`config.mk`:
```
export PLATFORM = sky130hd
export DESIGN_NAME = fifo_unpack_flat
export DESIGN_NICKNAME = d
export VERILOG_FILES = /design/src/rtl/fifo_unpack_if.sv /design/src/rtl/fifo_unpack.sv /design/src/flat_wrapper.sv
export SDC_FILE = /design/constraint.sdc
export NUM_CORES = 1
export LEC_CHECK = 0
export CAP_MARGIN = 10
export CORE_UTILIZATION = 25
export DETAILED_ROUTE_END_ITERATION = 7
export SYNTH_ARGS = -nofsm -noshare
export SYNTH_HDL_FRONTEND = slang
export SYNTH_SLANG_ARGS = --single-unit
```
`constraint.sdc`:
```
create_clock -name clk -period 2.9 [get_ports clk]
set_input_delay 0.58 -clock clk [delete_from_list [all_inputs] [get_ports clk]]
set_output_delay 0.58 -clock clk [all_outputs]
set_load 0.01 [all_outputs]
```
`src/rtl/fifo_unpack_if.sv`:
```
// Handshake bundle for the word-to-nibble unpacking FIFO.
// slave = FIFO side, master = producer/consumer side.
interface fifo_unpack_if;
   logic        fifo_wr_valid_i;
   logic [31:0] fifo_wr_data_i;
   logic [2:0]  fifo_wr_last_i;
   logic        fifo_data_avail_o;
   logic        fifo_rd_valid_i;
   logic [3:0]  fifo_rd_data_o;
   logic        fifo_rd_last_o;
   logic        fifo_flush_i;
   logic        fifo_flush_done_o;
   logic        fifo_empty_o;
   logic        fifo_full_o;

   modport slave (
      input  fifo_wr_valid_i, fifo_wr_data_i, fifo_wr_last_i,
      input  fifo_rd_valid_i, fifo_flush_i,
      output fifo_data_avail_o, fifo_rd_data_o, fifo_rd_last_o,
      output fifo_flush_done_o, fifo_empty_o, fifo_full_o
   );

   modport master (
      output fifo_wr_valid_i, fifo_wr_data_i, fifo_wr_last_i,
      output fifo_rd_valid_i, fifo_flush_i,
      input  fifo_data_avail_o, fifo_rd_data_o, fifo_rd_last_o,
      input  fifo_flush_done_o, fifo_empty_o, fifo_full_o
   );
endinterface

```
`src/rtl/fifo_unpack.sv`:
```
// Four-word FIFO that unpacks 32-bit words into 4-bit nibbles,
// LSB first, with a level-triggered drain-and-report flush.
module fifo_unpack (
   input  logic        clk,
   input  logic        reset_n,
   fifo_unpack_if.slave f
);
   localparam logic [1:0] ST_IDLE  = 2'd0;
   localparam logic [1:0] ST_DRAIN = 2'd1;
   localparam logic [1:0] ST_DONE  = 2'd2;

   logic [31:0] mem_data_q [4];
   logic [2:0]  mem_last_q [4];

   logic [2:0] wr_ptr_q, wr_ptr_d;
   logic [2:0] rd_ptr_q, rd_ptr_d;
   logic [2:0] rd_col_q, rd_col_d;
   logic       flush_q, flush_d;
   logic [1:0] state_q, state_d;

   logic        empty, full;
   logic        wr_en, wr_acc, rd_acc;
   logic        start, rd_last;
   logic [1:0]  rd_idx;
   logic [31:0] cur_data;

   assign empty  = (wr_ptr_q == rd_ptr_q);
   assign full   = (wr_ptr_q[1:0] == rd_ptr_q[1:0])
                 & (wr_ptr_q[2] != rd_ptr_q[2]);
   assign rd_idx = rd_ptr_q[1:0];
   assign cur_data = mem_data_q[rd_idx];
   assign rd_last  = ~empty & (rd_col_q == mem_last_q[rd_idx]);

   // Writes are only locked out once the drain has actually begun.
   assign wr_en  = (state_q == ST_IDLE);
   assign wr_acc = f.fifo_wr_valid_i & ~full & wr_en;
   assign rd_acc = f.fifo_rd_valid_i & ~empty;
   assign start  = f.fifo_flush_i & ~flush_q;

   assign f.fifo_data_avail_o = ~empty;
   assign f.fifo_rd_data_o    = cur_data[{rd_col_q, 2'b00} +: 4];
   assign f.fifo_rd_last_o    = rd_last;
   assign f.fifo_empty_o      = empty;
   assign f.fifo_full_o       = full;
   assign f.fifo_flush_done_o = (state_q == ST_DONE);

   always_comb begin
      wr_ptr_d = wr_ptr_q;
      rd_ptr_d = rd_ptr_q;
      rd_col_d = rd_col_q;
      flush_d  = f.fifo_flush_i;
      state_d  = state_q;
      if (wr_acc) wr_ptr_d = wr_ptr_q + 3'd1;
      if (rd_acc) begin
         if (rd_last) begin
            rd_col_d = 3'd0;
            rd_ptr_d = rd_ptr_q + 3'd1;
         end else begin
            rd_col_d = rd_col_q + 3'd1;
         end
      end
      unique case (state_q)
         ST_IDLE:  if (start) state_d = ST_DRAIN;
         ST_DRAIN: if (empty) state_d = ST_DONE;
         ST_DONE:  state_d = ST_IDLE;
         default:  state_d = ST_IDLE;
      endcase
   end

   always_ff @(posedge clk or negedge reset_n) begin
      if (!reset_n) begin
         wr_ptr_q <= 3'd0;
         rd_ptr_q <= 3'd0;
         rd_col_q <= 3'd0;
         flush_q  <= 1'b0;
         state_q  <= ST_IDLE;
      end else begin
         wr_ptr_q <= wr_ptr_d;
         rd_ptr_q <= rd_ptr_d;
         rd_col_q <= rd_col_d;
         flush_q  <= flush_d;
         state_q  <= state_d;
      end
   end

   // Storage carries no reset; pointers alone define validity.
   always_ff @(posedge clk) begin
      if (wr_acc) begin
         mem_data_q[wr_ptr_q[1:0]] <= f.fifo_wr_data_i;
         mem_last_q[wr_ptr_q[1:0]] <= f.fifo_wr_last_i;
      end
   end
endmodule

```
`src/flat_wrapper.sv`:
```
// flat-port wrapper written by rule: the top's interface ports become plain ports
module fifo_unpack_flat 
  (clk, reset_n, f_fifo_wr_valid_i, f_fifo_wr_data_i, f_fifo_wr_last_i, f_fifo_rd_valid_i, f_fifo_flush_i, f_fifo_data_avail_o, f_fifo_rd_data_o, f_fifo_rd_last_o, f_fifo_flush_done_o, f_fifo_empty_o, f_fifo_full_o);
  fifo_unpack_if f_i ();
  input  logic clk;
  input  logic reset_n;
  input wire logic [$bits(f_i.fifo_wr_valid_i)-1:0] f_fifo_wr_valid_i;
  input wire logic [$bits(f_i.fifo_wr_data_i)-1:0] f_fifo_wr_data_i;
  input wire logic [$bits(f_i.fifo_wr_last_i)-1:0] f_fifo_wr_last_i;
  input wire logic [$bits(f_i.fifo_rd_valid_i)-1:0] f_fifo_rd_valid_i;
  input wire logic [$bits(f_i.fifo_flush_i)-1:0] f_fifo_flush_i;
  output wire logic [$bits(f_i.fifo_data_avail_o)-1:0] f_fifo_data_avail_o;
  output wire logic [$bits(f_i.fifo_rd_data_o)-1:0] f_fifo_rd_data_o;
  output wire logic [$bits(f_i.fifo_rd_last_o)-1:0] f_fifo_rd_last_o;
  output wire logic [$bits(f_i.fifo_flush_done_o)-1:0] f_fifo_flush_done_o;
  output wire logic [$bits(f_i.fifo_empty_o)-1:0] f_fifo_empty_o;
  output wire logic [$bits(f_i.fifo_full_o)-1:0] f_fifo_full_o;
  assign f_i.fifo_wr_valid_i = f_fifo_wr_valid_i;
  assign f_i.fifo_wr_data_i = f_fifo_wr_data_i;
  assign f_i.fifo_wr_last_i = f_fifo_wr_last_i;
  assign f_i.fifo_rd_valid_i = f_fifo_rd_valid_i;
  assign f_i.fifo_flush_i = f_fifo_flush_i;
  assign f_fifo_data_avail_o = f_i.fifo_data_avail_o;
  assign f_fifo_rd_data_o = f_i.fifo_rd_data_o;
  assign f_fifo_rd_last_o = f_i.fifo_rd_last_o;
  assign f_fifo_flush_done_o = f_i.fifo_flush_done_o;
  assign f_fifo_empty_o = f_i.fifo_empty_o;
  assign f_fifo_full_o = f_i.fifo_full_o;
  fifo_unpack u_core (.clk(clk), .reset_n(reset_n), .f(f_i));
endmodule
```
# Word-level counts from Yosys, hierarchy flattened
# Memories as Yosys holds them, arrays and structs flattened.
# Index checks and enable logic that the tools add are counted.
dict set report word_totals {
  ram_bits 140
  out_inout_bits 9
  word_cells 37
  n_memories 2
  ff_bits 12
  in_bits 40
}
# memory words width read_ports rd_clocked_by_memory_dff wr line_no
set memory_table {}
lappend memory_table {u_core.mem_data_q 4 32 1 0 1 fifo_unpack.sv:12} ;# logic [31:0] mem_data_q [4];
lappend memory_table {u_core.mem_last_q 4 3 1 0 1 fifo_unpack.sv:13} ;# logic [2:0] mem_last_q [4];
dict set report op_classes {
  add_sub_neg 3
  n_bitwise 9
  shift 1
  n_reduce_logical 3
  mux 6
  n_eq_ne 8
}
# operator count
set ops {}
lappend ops {{$shiftx A32 B6 Y4} 1}
lappend ops {{$add A3 B1 Y3 const B} 3}
lappend ops {{$and A1 B1 Y1} 6}
lappend ops {{$eq A3 B3 Y1} 2}
lappend ops {{$mux W2} 2}
lappend ops {{$pmux W2 S2} 1}
lappend ops {{$reduce_and A2 Y1} 2}
lappend ops {{$mux W3} 1}
lappend ops {{$not A1 Y1} 3}
lappend ops {{$eq A2 B1 Y1 const B} 1}
lappend ops {{$eq A2 B2 Y1} 1}
lappend ops {{$eq A2 B2 Y1 const B} 1}
lappend ops {{$logic_not A2 Y1} 1}
lappend ops {{$mux W1} 2}
lappend ops {{$ne A2 B1 Y1 const B} 1}
lappend ops {{$ne A2 B2 Y1 const B} 1}
lappend ops {{$ne A1 B1 Y1} 1}

# Longest topological paths before layout
dict set report depth {
  word_depth 7
  mapped_depth 7
}

# Worst setup path before layout
# OpenSTA, ideal clock, no wires.
dict set report synth_path {
  path_type {reg-to-reg}
  start {register u_core.rd_ptr_q[1]}
  end {memory u_core.mem_data_q[3][0], enable pin}
  arrival_time_ns 2.318
  t_required_ns 2.503
  setup_time_ns 0.397
  path_buffers 1
  path_slack_ns 0.185
  path_stages_with_launch 6
  cell_sequence {dfrtp_1 > buf_4 > xnor2_1 > and3b_1 > nor4b_2 > and2_1}
}
dict set report synth_between {
  elab_chain_cells 7
}
# item line_no
set synth_rtl {}
lappend synth_rtl {{from (decl)} fifo_unpack.sv:16} ;# logic [2:0] rd_ptr_q, rd_ptr_d;
lappend synth_rtl {{from (signal assigned)} fifo_unpack.sv:79} ;# rd_ptr_q <= rd_ptr_d;
lappend synth_rtl {{$eq A2 B2 Y1} fifo_unpack.sv:28} ;# assign full = (wr_ptr_q[1:0] == rd_ptr_q[1:0])
lappend synth_rtl {{$and A1 B1 Y1} fifo_unpack.sv:29} ;# & (wr_ptr_q[2] != rd_ptr_q[2]);
lappend synth_rtl {{net f_fifo_full_o} flat_wrapper.sv:17} ;# output wire logic [$bits(f_i.fifo_full_o)-1:0] f_fifo_full_o;
lappend synth_rtl {{$not A1 Y1} fifo_unpack.sv:36} ;# assign wr_acc = f.fifo_wr_valid_i & ~full & wr_en;
lappend synth_rtl {{$and A1 B1 Y1 (2 in series)} fifo_unpack.sv:36}
lappend synth_rtl {{$mux W1} fifo_unpack.sv:88} ;# if (wr_acc) begin
lappend synth_rtl {{$mux W1 (not written as such)} fifo_unpack.sv:89} ;# mem_data_q[wr_ptr_q[1:0]] <= f.fifo_wr_data_i;
lappend synth_rtl {{to (decl)} fifo_unpack.sv:12}
# The timed path passes the listed nets, and every way through them passes these cells.

# Final worst setup path
dict set report layout_path {
  start {register u_core.rd_ptr_q[0]}
  end {output port f_fifo_rd_data_o[0]}
}
dict set report layout_between {
  elab_chain_cells 2
}
# item line_no
set layout_rtl {}
lappend layout_rtl {{$mem_v2 Z4 W32} --}
lappend layout_rtl {{$shiftx A32 B6 Y4} fifo_unpack.sv:41} ;# assign f.fifo_rd_data_o = cur_data[{rd_col_q, 2'b00} +: 4];
lappend layout_rtl {{to (decl)} flat_wrapper.sv:13} ;# output wire logic [$bits(f_i.fifo_rd_data_o)-1:0] f_fifo_rd_data_o;
# No other way between the ends.

==> PnR_summary.wiki <==
{| class="wikitable"
! Metric !! Value
|-
| Run status || finished with violations
|-
| Failing checks || negative setup slack
|-
| Type of the worst setup path || reg -> out
|-
| Overall via count from detail_route || 3008
|-
| Worst Hold Class || reg -> reg
|-
| Die outline area || 24800 µm²
|-
| Number of buffers on the longest clock path || 2
|-
| Post-DP HPWL || 7850 µm
|-
| Largest area contributor in the netlist || sky130_fd_sc_hd__edfxtp_1
|-
| Largest cells by area after synthesis || sky130_fd_sc_hd__edfxtp_1 (70%), sky130_fd_sc_hd__mux4_2 (15%), sky130_fd_sc_hd__dfrtp_1 (5.0%)
|-
| First-pass DRT Iterations || 4
|-
| Chip height || 158 µm
|-
| Dominant register cell in the synthesized netlist || sky130_fd_sc_hd__edfxtp_1
|-
| Worst setup EP type || output pin
|-
| Launching instance or port of the critical path || u_core.rd_ptr_q[0]
|-
| Clock root buffer || sky130_fd_sc_hd__clkbuf_16
|-
| Layout overhead on the synthesized area || 32.1%
|-
| Hold Buf Count CTS || 0
|-
| Post-CTS clock slew at the launch and capture registers of the worst setup and hold paths || 0.06 ns
|-
| Number of instances in the synthesized netlist || 281
|-
| Final global-route overflow total || 0
|-
| CP arrival || 2.51 ns
|-
| Total Routing Usage GR || 11.0%
|-
| Worst ir drop on vdd || 0.457 mV
|-
| Share of the cycle needed by the critical path after routing || 107%
|-
| Sequential area share after synthesis || 74.5%
|-
| Antenna Nets Post-Route || 0
|-
| Number of remaining DRC errors || 0
|-
| Transition at the pin with the smallest max-transition slack || 0.578 ns
|-
| Leak Pwr || 0.00268 µW
|-
| Maximum number of pins on one net before global-route repair || 36
|-
| Global placer's final weighted congestion || 0.712
|-
| Worst EP required || 2.32 ns
|-
| Total clock sinks || 152
|-
| Slew HR || 61.3%
|-
| Number of nets produced by synthesis || 327
|-
| Mean post-synth cell area || 21.5 µm²
|-
| DR iter-0 viols || 189
|-
| Post-synthesis instance area || 6050 µm²
|-
| Core region area || 23600 µm²
|-
| Yosys warning total || 0
|-
| Hold wc startpoint || u_core.wr_ptr_q[2]
|-
| RSZ-0062 raised after global routing || yes
|-
| Final-stage net count || 423
|-
| Crit path setup slack, layout || -0.193 ns
|-
| Total of buffers placed on input and output ports || 48
|-
| Global-route wire length before repair || 19300 µm
|-
| WL/cell || 17.4 µm
|-
| Total number of H-tree levels || 4
|-
| Detail-routed via count per cell || 4.24
|-
| Yosys cell types || 30
|-
| Width of the die || 158 µm
|-
| Antenna violations before repair || 1
|-
| Initial core utilization || 25.6%
|-
| Portion of synthesized cell area occupied by the leading cell type || 69.5%
|-
| Max-cap violations || 0
|-
| Final hold violation count || 0
|-
| Worst R2R Start || u_core.rd_ptr_q[0]
|-
| Post-layout minimum cycle time || 3.09 ns
|-
| Setup Skew || 0.00750 ns
|-
| Final setup vio count || 5
|-
| Number of max-slew violations in the final report || 0
|-
| Top cell types by occurrence after synthesis || sky130_fd_sc_hd__edfxtp_1 (140), sky130_fd_sc_hd__mux4_2 (41), sky130_fd_sc_hd__nand2_1 (20), sky130_fd_sc_hd__dfrtp_1 (12), sky130_fd_sc_hd__ha_1 (6)
|-
| TritonCTS clock tree || done
|-
| Row count || 56
|-
| Largest fanout on the critical path || 6
|-
| Fraction of layout cells with a size suffix above 1 || 35.7%
|-
| Proportion of synthesized flip-flops having asynchronous set or reset || 7.89%
|-
| Flip-flop and latch count after synthesis || 152
|-
| Source-to-sink clock delay at the later pin of the worst-skew pair || 0.42 ns
|-
| Library cell with the highest instance count after synthesis || sky130_fd_sc_hd__edfxtp_1
|-
| TritonCTS buffer count || 17
|-
| Areal power density over the cells || 1050 nW/µm²
|-
| Max Clk Rate || 323 MHz
|-
| Critical path launch point type || flip-flop
|-
| Post-layout power || 8420 µW
|-
| Final Hold Slack || 0.497 ns
|-
| Via count of the first global-routing pass || 3235
|-
| Number of enable flip-flop cells after synthesis || 140
|-
| Top-Level Pins || 49
|-
| Overall routed net length || 12400 µm
|}
==> per-stage QoR <==
step                      worst slack, ns  setup TNS (ns)  cell area, µm²  std cells  util [%]
after floorplan                     0.185               0            6050        281         -
after global placement             -0.105          -0.203            7060        659      29.9
after detailed placement           -0.131          -0.307            7060        659      29.9
after CTS                          -0.231          -0.809            7890        703      33.4
after global routing               -0.288           -1.16            7990        708      33.8
final                              -0.193          -0.696            7990        709      33.8
==> worst max-delay path: stages (launching register included) <==
cell and delay, ns:
sky130_fd_sc_hd__dfrtp_4 0.53, sky130_fd_sc_hd__buf_12 0.15, sky130_fd_sc_hd__buf_16 0.13, sky130_fd_sc_hd__buf_6 0.11, sky130_fd_sc_hd__mux4_2 0.42, sky130_fd_sc_hd__mux4_2 0.47
sky130_fd_sc_hd__nand2_2 0.10, sky130_fd_sc_hd__nand2_2 0.06, sky130_fd_sc_hd__buf_6 0.12
==> flip-flops by register name, indices dropped and copies added (netlist names) <==
signal	cells
u_core.mem_data_q	128
u_core.mem_last_q	12
u_core.rd_col_q	3
u_core.rd_ptr_q	3
u_core.wr_ptr_q	3
u_core.state_q	2
u_core.flush_q	1
==> final cells by class <==
class	instances	area [µm²]
Multi-Input combinational cell	113	1550
Antenna cell	1	2.50
Timing Repair Buffer	88	910
Sequential cell	152	4510
Clock inverter	12	174
Fill cell	2208	15600
Tap cell	319	399
Clock buffer	19	433
Inverter	5	18.8
==> cells in the final DEF (no fill, tap or decap), types with 5 or more instances in the layout <==
master                            Yosys  routed
sky130_fd_sc_hd__mux4_2              41      41
sky130_fd_sc_hd__nand2_2              0       7
sky130_fd_sc_hd__dfrtp_1             12      11
sky130_fd_sc_hd__buf_4                2      22
sky130_fd_sc_hd__clkbuf_16            0      17
sky130_fd_sc_hd__edfxtp_1           140     140
sky130_fd_sc_hd__buf_6                4      12
sky130_fd_sc_hd__clkdlybuf4s50_1      0      40
sky130_fd_sc_hd__buf_12               0       5
sky130_fd_sc_hd__nand2_1             20      11
sky130_fd_sc_hd__ha_1                 6       6
==> metal layers <==
layer	routed length [µm]	global-route usage [%]	share of wire (%)	up-vias
met5	0	0	0	-
li1	-	-	-	1347
met2	6110	18.0	49	63
met3	564	3.58	4.6	17
met1	5520	13.7	45	1581
met4	172	4.02	1.4	0
==> final timing paths <==
| path | to | slack, ns | depth (start not counted) |
|---|---|---|---|
| setup reg to reg | u_core.rd_ptr_q[1] | 0.23 | 9 |
| hold / removal | u_core.wr_ptr_q[2] | 0.50 | 1 |
| setup / recovery | f_fifo_rd_data_o[0] | -0.19 | 8 |
| hold reg to reg | u_core.wr_ptr_q[2] | 0.50 | 1 |
| min in group asynchronous | u_core.wr_ptr_q[1] | 0.53 | 1 |
| max in group asynchronous | u_core.rd_ptr_q[0] | 1.94 | 1 |
==> timing repair <==
item / in CTS / in global routing
setup buffers: 11 / 6
setup endpoints to repair: 5 / 6
gates cloned: 2 / 0
resized for setup: 53 / 14
pin swaps: 9 / 5
==> report_power, final <==
group	switching [µW]	total, µW	internal, µW	leakage, µW
Clock	833	2270	1430	0.000289
Sequential	167	3030	2860	0.00142
Combinational	1440	3120	1680	0.000976
==> cell families (layout without fill, tap and decap cells) <==
logic type,count (synthesis),count (layout),synth area share (%)
AO/OA/AOI/OAI,9,9,1.03
XOR/XNOR,8,8,1.16
adder cells (fa/ha/maj),6,6,1.24
buffers and inverters,16,124,1.61
flip-flops,152,152,74.5
multiplexers,50,50,16.8
other,0,1,0
AND/OR/NAND/NOR,40,40,3.62
Note: power is estimated with default switching activity, not from simulation.
